### config.mk
export PLATFORM = sky130hd
export DESIGN_NAME = mem_access_unit
export DESIGN_NICKNAME = d
export VERILOG_FILES = /design/src/rtl/mem_access_pkg.sv /design/src/rtl/sat_counter.sv /design/src/rtl/mem_access_unit.sv
export SDC_FILE = /design/constraint.sdc
export NUM_CORES = 1
export LEC_CHECK = 0
export CAP_MARGIN = 20
export CELL_PAD_IN_SITES_DETAIL_PLACEMENT = 0
export CELL_PAD_IN_SITES_GLOBAL_PLACEMENT = 1
export CORE_MARGIN = 2
export CORE_UTILIZATION = 31
export DETAILED_ROUTE_END_ITERATION = 10
export HOLD_SLACK_MARGIN = 0.03
export PLACE_DENSITY = 0.84
export SLEW_MARGIN = 10
export SYNTH_ARGS = -nofsm -noshare
export SYNTH_HDL_FRONTEND = slang
export SYNTH_SLANG_ARGS = --single-unit
### constraint.sdc
create_clock -name clk_i -period 2.98 [get_ports clk_i]
set_input_delay 0.596 -clock clk_i [delete_from_list [all_inputs] [get_ports clk_i]]
set_output_delay 0.596 -clock clk_i [all_outputs]
set_load 0.05 [all_outputs]
### src/rtl/mem_access_pkg.sv
// mem_access_pkg: shared types and constants for the MEM-stage access unit
package mem_access_pkg;
  localparam int DEF_DATA_W = 32;
  localparam int DEF_ADDR_W = 32;
  localparam int DEF_REG_AW = 5;
  localparam logic [31:0] STALL_CNT_MAX = 32'hFFFF_FFFF;
  typedef enum logic [1:0] {IDLE, REQ, DONE} state_t;
endpackage

### src/rtl/sat_counter.sv
// sat_counter: 32-bit saturating event counter with enable and async active-low clear
module sat_counter
  import mem_access_pkg::*;
(
  input  logic        clk_i,
  input  logic        rst_ni,
  input  logic        en_i,
  output logic [31:0] cnt_o
);
  logic [31:0] cnt_q, cnt_d;
  // increment while enabled, holding at the maximum instead of wrapping
  always_comb cnt_d = (en_i && cnt_q != STALL_CNT_MAX) ? cnt_q + 32'd1 : cnt_q;
  // counter register
  always_ff @(posedge clk_i or negedge rst_ni)
    if (!rst_ni) cnt_q <= '0;
    else cnt_q <= cnt_d;
  assign cnt_o = cnt_q;
endmodule

### src/rtl/mem_access_unit.sv
// mem_access_unit: MEM-stage load/store sequencer feeding MEM/WB; MEM_ALIGN_CHECK_EN enables misaligned-access trapping
module mem_access_unit
  import mem_access_pkg::*;
#(
  parameter int DATA_W = DEF_DATA_W,
  parameter int ADDR_W = DEF_ADDR_W,
  parameter int REG_AW = DEF_REG_AW
) (
  input  logic              clk_i,
  input  logic              rst_i,
  input  logic              MemRead_i,
  input  logic              MemWrite_i,
  input  logic              WB_i,
  input  logic              WBSrc_i,
  input  logic [DATA_W-1:0] ALUres_i,
  input  logic [DATA_W-1:0] wdata_i,
  input  logic [REG_AW-1:0] rd_addr_i,
  output logic              WB_o,
  output logic              WBSrc_o,
  output logic [DATA_W-1:0] ALUres_o,
  output logic [DATA_W-1:0] MemRdata_o,
  output logic [REG_AW-1:0] rd_addr_o,
  output logic              stall_o,
  output logic              mem_req_o,
  output logic              mem_we_o,
  output logic [ADDR_W-1:0] mem_addr_o,
  output logic [DATA_W-1:0] mem_wdata_o,
  input  logic              mem_ack_i,
  input  logic [DATA_W-1:0] mem_rdata_i,
  output logic              err_o,
  output logic [31:0]       stall_cnt_o
);
  state_t state_q, state_d;
  logic [DATA_W-1:0] addr_q, addr_d, wdata_q, wdata_d, rdata_q, rdata_d;
  logic [REG_AW-1:0] rd_q, rd_d;
  logic wb_q, wb_d, wbsrc_q, wbsrc_d, we_q, we_d, mis_q, mis_d;
  logic mem_op, misalign;
  assign mem_op = MemRead_i | MemWrite_i;
`ifdef MEM_ALIGN_CHECK_EN
  assign misalign = ALUres_i[1:0] != 2'b00;
`else
  assign misalign = 1'b0;
`endif
  // state register; reset drops any in-flight request at once
  always_ff @(posedge clk_i or negedge rst_i)
    if (!rst_i) state_q <= IDLE;
    else state_q <= state_d;
  // next state: misaligned ops skip the request and report in DONE
  always_comb begin
    state_d = state_q;
    case (state_q)
      IDLE:    if (mem_op) state_d = misalign ? DONE : REQ;
      REQ:     if (mem_ack_i) state_d = DONE;
      default: state_d = IDLE;
    endcase
  end
  // capture the EX/MEM fields on issue and the read data on ack (stores keep 0)
  always_comb begin
    addr_d = addr_q;
    wdata_d = wdata_q;
    rd_d = rd_q;
    wb_d = wb_q;
    wbsrc_d = wbsrc_q;
    we_d = we_q;
    mis_d = mis_q;
    rdata_d = rdata_q;
    if (state_q == IDLE && mem_op) begin
      addr_d = ALUres_i;
      wdata_d = wdata_i;
      rd_d = rd_addr_i;
      wb_d = WB_i;
      wbsrc_d = WBSrc_i;
      we_d = MemWrite_i;
      mis_d = misalign;
      rdata_d = '0;
    end
    if (state_q == REQ && mem_ack_i) rdata_d = we_q ? '0 : mem_rdata_i;
  end
  // latched access fields
  always_ff @(posedge clk_i or negedge rst_i)
    if (!rst_i) begin
      addr_q <= '0;
      wdata_q <= '0;
      rd_q <= '0;
      wb_q <= 1'b0;
      wbsrc_q <= 1'b0;
      we_q <= 1'b0;
      mis_q <= 1'b0;
      rdata_q <= '0;
    end else begin
      addr_q <= addr_d;
      wdata_q <= wdata_d;
      rd_q <= rd_d;
      wb_q <= wb_d;
      wbsrc_q <= wbsrc_d;
      we_q <= we_d;
      mis_q <= mis_d;
      rdata_q <= rdata_d;
    end
  // outputs: pass-through in IDLE, bubble while busy, latched result in DONE
  always_comb begin
    WB_o = 1'b0;
    WBSrc_o = WBSrc_i;
    ALUres_o = ALUres_i;
    MemRdata_o = '0;
    rd_addr_o = rd_addr_i;
    stall_o = 1'b0;
    mem_req_o = 1'b0;
    mem_we_o = 1'b0;
    err_o = 1'b0;
    case (state_q)
      IDLE: begin
        WB_o = WB_i & ~mem_op & rst_i;
        stall_o = mem_op & rst_i;
      end
      REQ: begin
        WBSrc_o = wbsrc_q;
        ALUres_o = addr_q;
        rd_addr_o = rd_q;
        stall_o = 1'b1;
        mem_req_o = 1'b1;
        mem_we_o = we_q;
      end
      DONE: begin
        WB_o = wb_q & ~mis_q;
        WBSrc_o = wbsrc_q;
        ALUres_o = addr_q;
        MemRdata_o = rdata_q;
        rd_addr_o = rd_q;
        err_o = mis_q;
      end
      default: ;
    endcase
  end
  assign mem_addr_o = ADDR_W'(addr_q);
  assign mem_wdata_o = wdata_q;
  sat_counter u_stall_cnt (
    .clk_i  (clk_i),
    .rst_ni (rst_i),
    .en_i   (stall_o),
    .cnt_o  (stall_cnt_o)
  );
endmodule
==> results of run 1 <==
-- kinds of logic (layout without fill, tap and decap cells) --
kind of cell / Yosys count / in the layout
buf+inv: 39 / 329
flops: 138 / 138
simple gates: 337 / 337
other cells: 1 / 1
fa+ha+maj: 4 / 4
compound gates: 50 / 50
mux: 40 / 40
xor+xnor: 27 / 27
-- registers in the layout (all words and copies together) (netlist names) --
| register | count |
|---|---|
| rdata_q | 32 |
| u_stall_cnt.cnt_o | 32 |
| mem_wdata_o | 32 |
| mem_addr_o | 32 |
| rd_q | 5 |
| wbsrc_q | 1 |
| state_q | 2 |
| wb_q | 1 |
| we_q | 1 |
-- critical path, stage by stage (launching register included) --
cell and delay (ns):
dfrtp_1 0.38, inv_1 0.10, ha_1 0.31, and2_1 0.17
clkdlybuf4s50_1 0.81
-- final cells by class --
type | count | share of cell area, %
Multi-Input combinational cell | 459 | 28.0
Timing Repair Buffer | 291 | 27.7
Inverter | 6 | 0.228
Sequential cell | 138 | 34.9
Clock inverter | 12 | 1.44
Tap cell | 270 | 3.41
Clock buffer | 20 | 4.41
-- worst paths after layout --
path / from / to / slack, ns
min in group clk_i: rd_q[2] / rd_q[2] / 0.47
max reg2reg: u_stall_cnt.cnt_o[1] / u_stall_cnt.cnt_o[15] / 0.67
max in group asynchronous: rst_i / rd_q[4] / 1.71
min: rst_i / u_stall_cnt.cnt_o[31] / 0.23
max: state_q[1] / mem_we_o / 0.21
min reg2reg: rd_q[2] / rd_q[2] / 0.47
-- per-layer routing --
| layer | global-route usage [%] | share of wire (%) |
|---|---|---|
| met1 | 22.4 | 44 |
| met3 | 5.56 | 7.6 |
| met5 | 0 | 0 |
| met2 | 27.7 | 47 |
| met4 | 5.10 | 1.2 |
-- cells in the mapped netlist, drive strengths merged, types with 6 or more instances --
cell,instances,area (sq um)
nand4,8,101
nor2,13,51.3
clkbuf,30,115
mux2,39,443
xor2,25,219
a22o,32,280
nor3,10,50.1
a21oi,8,40.0
nand3,8,40.0
inv,6,22.5
nor4,8,68.8
nand2,238,893
and2,37,231
dfrtp,138,3450
-- where the power goes --
| part | switching (uW) | leakage (uW) | internal, uW |
|---|---|---|---|
| combinational | 5120 | 0.00273 | 2540 |
| clock | 838 | 0.000268 | 1240 |
| sequential | 446 | 0.00177 | 2570 |
| total | 6400 | 0.00476 | 6360 |
-- metrics by stage --
step / setup slack, ns / instances / instance area [sq um]
floorplan: 0.524 / 636 / 6350
global placement: 0.303 / 1164 / 9320
detailed placement: 0.262 / 1164 / 9320
CTS: 0.172 / 1196 / 9900
global route: 0.0986 / 1196 / 9900
finish: 0.214 / 1196 / 9900
==> impl_metrics.yaml, run 1 <==
placement:
  io_buffers: 277
  place.gp.congestion: 0.769
  dp_hpwl_mm: 12.9
floorplan:
  ios: 279
  initial_core_util_pct: 31.5
  core_sq_mm: 0.0202
  num_rows: 52
  die-area_sq_mm: 0.0216
  die_x_um: 147
  die_height_um: 147
synth:
  synth_edf_count: 0
  synth_area_sq_mm: 0.00635
  muxShareOfSynthArea_pct: 7.13
  ys_warn_count: 0
  ys_types: 39
  syn_nets: 748
  syn_inst: 636
  synth-seq-area-share_pct: 54.4
  synth_xor_area_share_pct: 3.72
  ys.flop_type: "dfrtp_1"
  ys_ff_latch: 138
  synth_top_family_by_area: "simple AND/OR/NAND/NOR gates"
  synthArstFlopShare_pct: 100
  synth-compound-area-share_pct: 6.25
  synthSimpleGateAreaFrac_pct: 25.2
  avgSynthCellArea_sq_um: 9.98
  synth_fa_ha_area_share_pct: 0.788
cts:
  cts_tree: "done"
  insertion_delay_ns: 0.41
  ctsHtreeMaxLevel: 4
  cts_buffer_depth: 2
  cts_buffers: 17
  cts_hold_buf: 0
  clock-sinks: 138
  clk_pin_slew_ns: 0.06
  cts_root_buf: "clkbuf_16"
  postCtsSetupRepairBufs: 0
  cts_resized: 0
routing:
  antenna_left: 0
  wl_per_cell_um: 15.2
  drt-initial-drc-count: 251
  vias: 5550
  vias_per_cell: 4.64
  remaining_drc_errors: 0
  first_pass_iters: 4
  wl_mm: 18.1
final_layout:
  final_cell_mix: "238 x nand2_1, 204 x clkdlybuf4s50_1, 138 x dfrtp_1"
  antennaDiodeCount: 0
  final_core_util_pct: 49.1
  multi_input_area_sq_mm: 0.00277
  area_growth_pct: 55.8
  final-seq-area_sq_mm: 0.00345
  layout_commonest_cell: "nand2_1"
  drive_above_1_share_pct: 18.8
  fillers: 1931
  nNetsFinal: 1025
sta:
  holdWs_ns: 0.234
  relSlewSlack_pct: 45.8
  tightest_slew_ns: 0.813
  max_freq_mhz: 362
  skew_ns: 0.00728
  setup_tns_ns: 0
  rsz0062_at_grt: "false"
  finalSetupViolCount: 0
  drv_slew: 0
  min_period_over_period_pct: 92.8
  hold_viol: 0
  min_period_ns: 2.77
worst_setup_path:
  crit_arrival_ns: 2.17
  crit_type: "flop to output pin"
  start_kind: "flop"
  cp-end-kind: "output pin"
  cp.required_ns: 2.38
  worstPathMaxFanout: 7
  reg2reg_depth: 7
power_and_ir_drop:
  power_density_mw_per_mm2: 1290
  power.total_uw: 12800
  peakVddDrop_uv: 941
  leakage_uw: 0.00476
grt:
  grt_pass1_vias: 5671
  gr-usage-all-layers_pct: 17.3
  grt_max_degree: 74
  grt_pass1_wl_mm: 30.1
  antenna_found_initial: 0
  grt-ovfl-total: 0
job:
  cap_violations: 0
hold_path:
  worst_hold_path_type: "input port to async pin"
status:
  status: "finished clean"
No activity file was read; power rests on OpenSTA's default activity.
==> run 2: changes to the inputs <==
--- a/config.mk
+++ b/config.mk
@@ -13,7 +13,6 @@
 export DETAILED_ROUTE_END_ITERATION = 10
 export HOLD_SLACK_MARGIN = 0.03
 export PLACE_DENSITY = 0.84
-export SLEW_MARGIN = 10
 export SYNTH_ARGS = -nofsm -noshare
 export SYNTH_HDL_FRONTEND = slang
 export SYNTH_SLANG_ARGS = --single-unit
==> results of run 2 <==
No change in the layout: final DEF, timing and power equal those of run 1.
==> run 3: changes to the inputs <==
--- a/config.mk
+++ b/config.mk
@@ -8,6 +8,7 @@
 export CAP_MARGIN = 20
 export CELL_PAD_IN_SITES_DETAIL_PLACEMENT = 0
 export CELL_PAD_IN_SITES_GLOBAL_PLACEMENT = 1
+export CORE_ASPECT_RATIO = 1.2
 export CORE_MARGIN = 2
 export CORE_UTILIZATION = 31
 export DETAILED_ROUTE_END_ITERATION = 10
@@ -15,4 +16,5 @@
 export PLACE_DENSITY = 0.84
 export SYNTH_ARGS = -nofsm -noshare
 export SYNTH_HDL_FRONTEND = slang
+export SYNTH_HIERARCHICAL = 1
 export SYNTH_SLANG_ARGS = --single-unit
==> run 3 against run 2 <==
- sequential cell count is the same
- first-iteration DRC count grew 25%
- count of clock-buffer cells in the layout shrank 1
- cell count shrank 1.3%
- fmax shrank 1.5%
- global-route usage grew 0.54 points
- largest cell class unchanged
- setup slack lost 0.041 ns
- die area shrank 0.44%
- largest power group unchanged
- clock skew grew 0.0015 ns
- cell area grew 4.2%
==> impl_metrics.yaml, run 3 <==
status:
  status: "finished clean"
sta:
  setup_tns_ns: 0
  skew_ns: 0.00875
  min_period_over_period_pct: 94.2
  max_freq_mhz: 356
  relSlewSlack_pct: 49.1
  drv_slew: 0
  min_period_ns: 2.81
  finalSetupViolCount: 0
  tightest_slew_ns: 0.764
  holdWs_ns: 0.321
  rsz0062_at_grt: "false"
  hold_viol: 0
routing:
  vias: 5501
  vias_per_cell: 4.66
  drt-initial-drc-count: 313
  remaining_drc_errors: 0
  antenna_left: 0
  wl_per_cell_um: 15.8
  wl_mm: 18.6
  first_pass_iters: 4
synth:
  synth_top_area_cell: "dfrtp_1"
  ys.flop_type: "dfrtp_1"
  ys_warn_count: 6
  synth_area_sq_mm: 0.00632
  yosysMostFrequentCell: "nand2_1"
  avgSynthCellArea_sq_um: 10.1
  synthArstFlopShare_pct: 100
  syn_nets: 740
  ys_types: 41
  synth_common_cells: "235 x nand2_1, 138 x dfrtp_1, 39 x mux2_2, 33 x and2_1, 32 x a22o_1"
  synth_top_area_share_pct: 54.6
  syn_inst: 628
  ys_ff_latch: 138
  synth-seq-area-share_pct: 54.6
  synth_edf_count: 0
  synthTopCellsByArea: "dfrtp_1 55%, nand2_1 14%, mux2_2 6.9%"
cts:
  cts_buffers: 17
  insertion_delay_ns: 0.41
  cts_hold_buf: 0
  clk_pin_slew_ns: 0.06
  cts_root_buf: "clkbuf_16"
  cts_buffer_depth: 2
  cts_tree: "done"
  clock-sinks: 138
  ctsHtreeMaxLevel: 4
  cts_resized: 0
  postCtsSetupRepairBufs: 0
job:
  cap_violations: 0
final_layout:
  final_cell_mix: "235 x nand2_1, 204 x clkdlybuf4s50_1, 138 x dfrtp_1"
  layout_commonest_cell: "nand2_1"
  nNetsFinal: 1017
  drive_above_1_share_pct: 18.3
  fillers: 1832
  antennaDiodeCount: 0
  final_cells: 1181
  postLayoutCellArea_sq_mm: 0.0103
  area_growth_pct: 63.2
grt:
  globalRouteMet1Util_pct: 23.1
  gr-usage-met3_pct: 4.10
  grtUsageMet2_pct: 29.5
  gr-max-usage-layer: "met2"
  grt_pass1_vias: 5555
  grt-ovfl-total: 0
  gr-usage-all-layers_pct: 17.8
  grt_max_degree: 139
  antenna_found_initial: 0
  grt_pass1_wl_mm: 30.4
power_and_ir_drop:
  p_int_uw: 7470
  leakage_uw: 0.00476
  power_frac_comb_pct: 63.2
  p_clk_share_pct: 15.2
  power_density_mw_per_mm2: 1360
  power.total_uw: 14100
  power_switching_uw: 6590
  peakVddDrop_uv: 705
  pwr-share-seq_pct: 21.5
  switching_share_pct: 46.9
placement:
  dp_hpwl_mm: 13.0
  io_buffers: 277
  place.gp.congestion: 0.810
  place_area_sq_mm: 0.00972
  dp.cells: 1151
floorplan:
  die_x_um: 134
  ios: 279
  num_rows: 57
  die-area_sq_mm: 0.0215
  initial_core_util_pct: 31.4
  die_height_um: 160
  core_sq_mm: 0.0201
worst_setup_path:
  worstPathMaxFanout: 7
  crit_type: "flop to output pin"
  cp-end-kind: "output pin"
  start_kind: "flop"
  crit_arrival_ns: 2.21
  cp.required_ns: 2.38
hold_path:
  worst_hold_path_type: "input port to async pin"
## run 3: per-layer routing
metal | up-vias | share of wire [%]
met5 | - | 0
met4 | 0 | 1.1
met3 | 16 | 5.7
met2 | 172 | 50
met1 | 2665 | 43
li1 | 2648 | -
## run 3: power groups by stage
stage / clock network (uW) / logic (uW) / registers, uW
2_1_floorplan: 0 / 3700 / 4620
3_3_place_gp: 0 / 8930 / 3030
3_5_place_dp: 0 / 8970 / 3050
4_1_cts: 2200 / 8990 / 3030
5_1_grt: 2300 / 9340 / 3150
6_report: 2140 / 8890 / 3030
## run 3: layout make-up
cell class / count / area (sq um) / share of cell area [%]
clock buffers: 19 / 443 / 4.30
clock inverters: 11 / 146 / 1.42
inverters: 3 / 11.3 / 0.109
multi-input cells: 455 / 2680 / 26.0
flip-flops and latches: 138 / 3450 / 33.5
well taps: 265 / 332 / 3.22
repair buffers: 290 / 3240 / 31.4
## run 3: logic make-up after synthesis
| family | synth area share, % |
|---|---|
| simple gates | 24.0 |
| buf+inv | 3.07 |
| compound gates | 6.32 |
| fa+ha+maj | 0.792 |
| other cells | 0.0593 |
| mux | 7.13 |
| xor+xnor | 4.02 |
| flops | 54.6 |
## run 3: final timing paths
check	from	to	slack, ns	depth (start not counted)
setup reg to reg	state_q[1]	u_stall_cnt/cnt_o[14]	0.57	9
max in group asynchronous	rst_i	mem_wdata_o[24]	2.11	2
hold / removal	rst_i	rdata_q[25]	0.32	2
min in group clk_i	rd_q[0]	rd_q[0]	0.47	2
setup / recovery	state_q[1]	mem_we_o	0.17	4
hold reg to reg	rd_q[0]	rd_q[0]	0.47	2
## run 3: per-stage QoR
step / worst slack [ns] / utilization (%)
final: 0.173 / 51.3
after global routing: 0.0460 / 51.3
after CTS: 0.131 / 51.3
after detailed placement: 0.255 / 48.3
after global placement: 0.298 / 48.3
after floorplan: 0.262 / -
## run 3: worst max-delay path, cell delays in order, from the launching register on
cell and delay, ns:
dfrtp_1 0.40, inv_1 0.11, ha_1 0.32, and2_1 0.17, clkdlybuf4s50_1 0.80
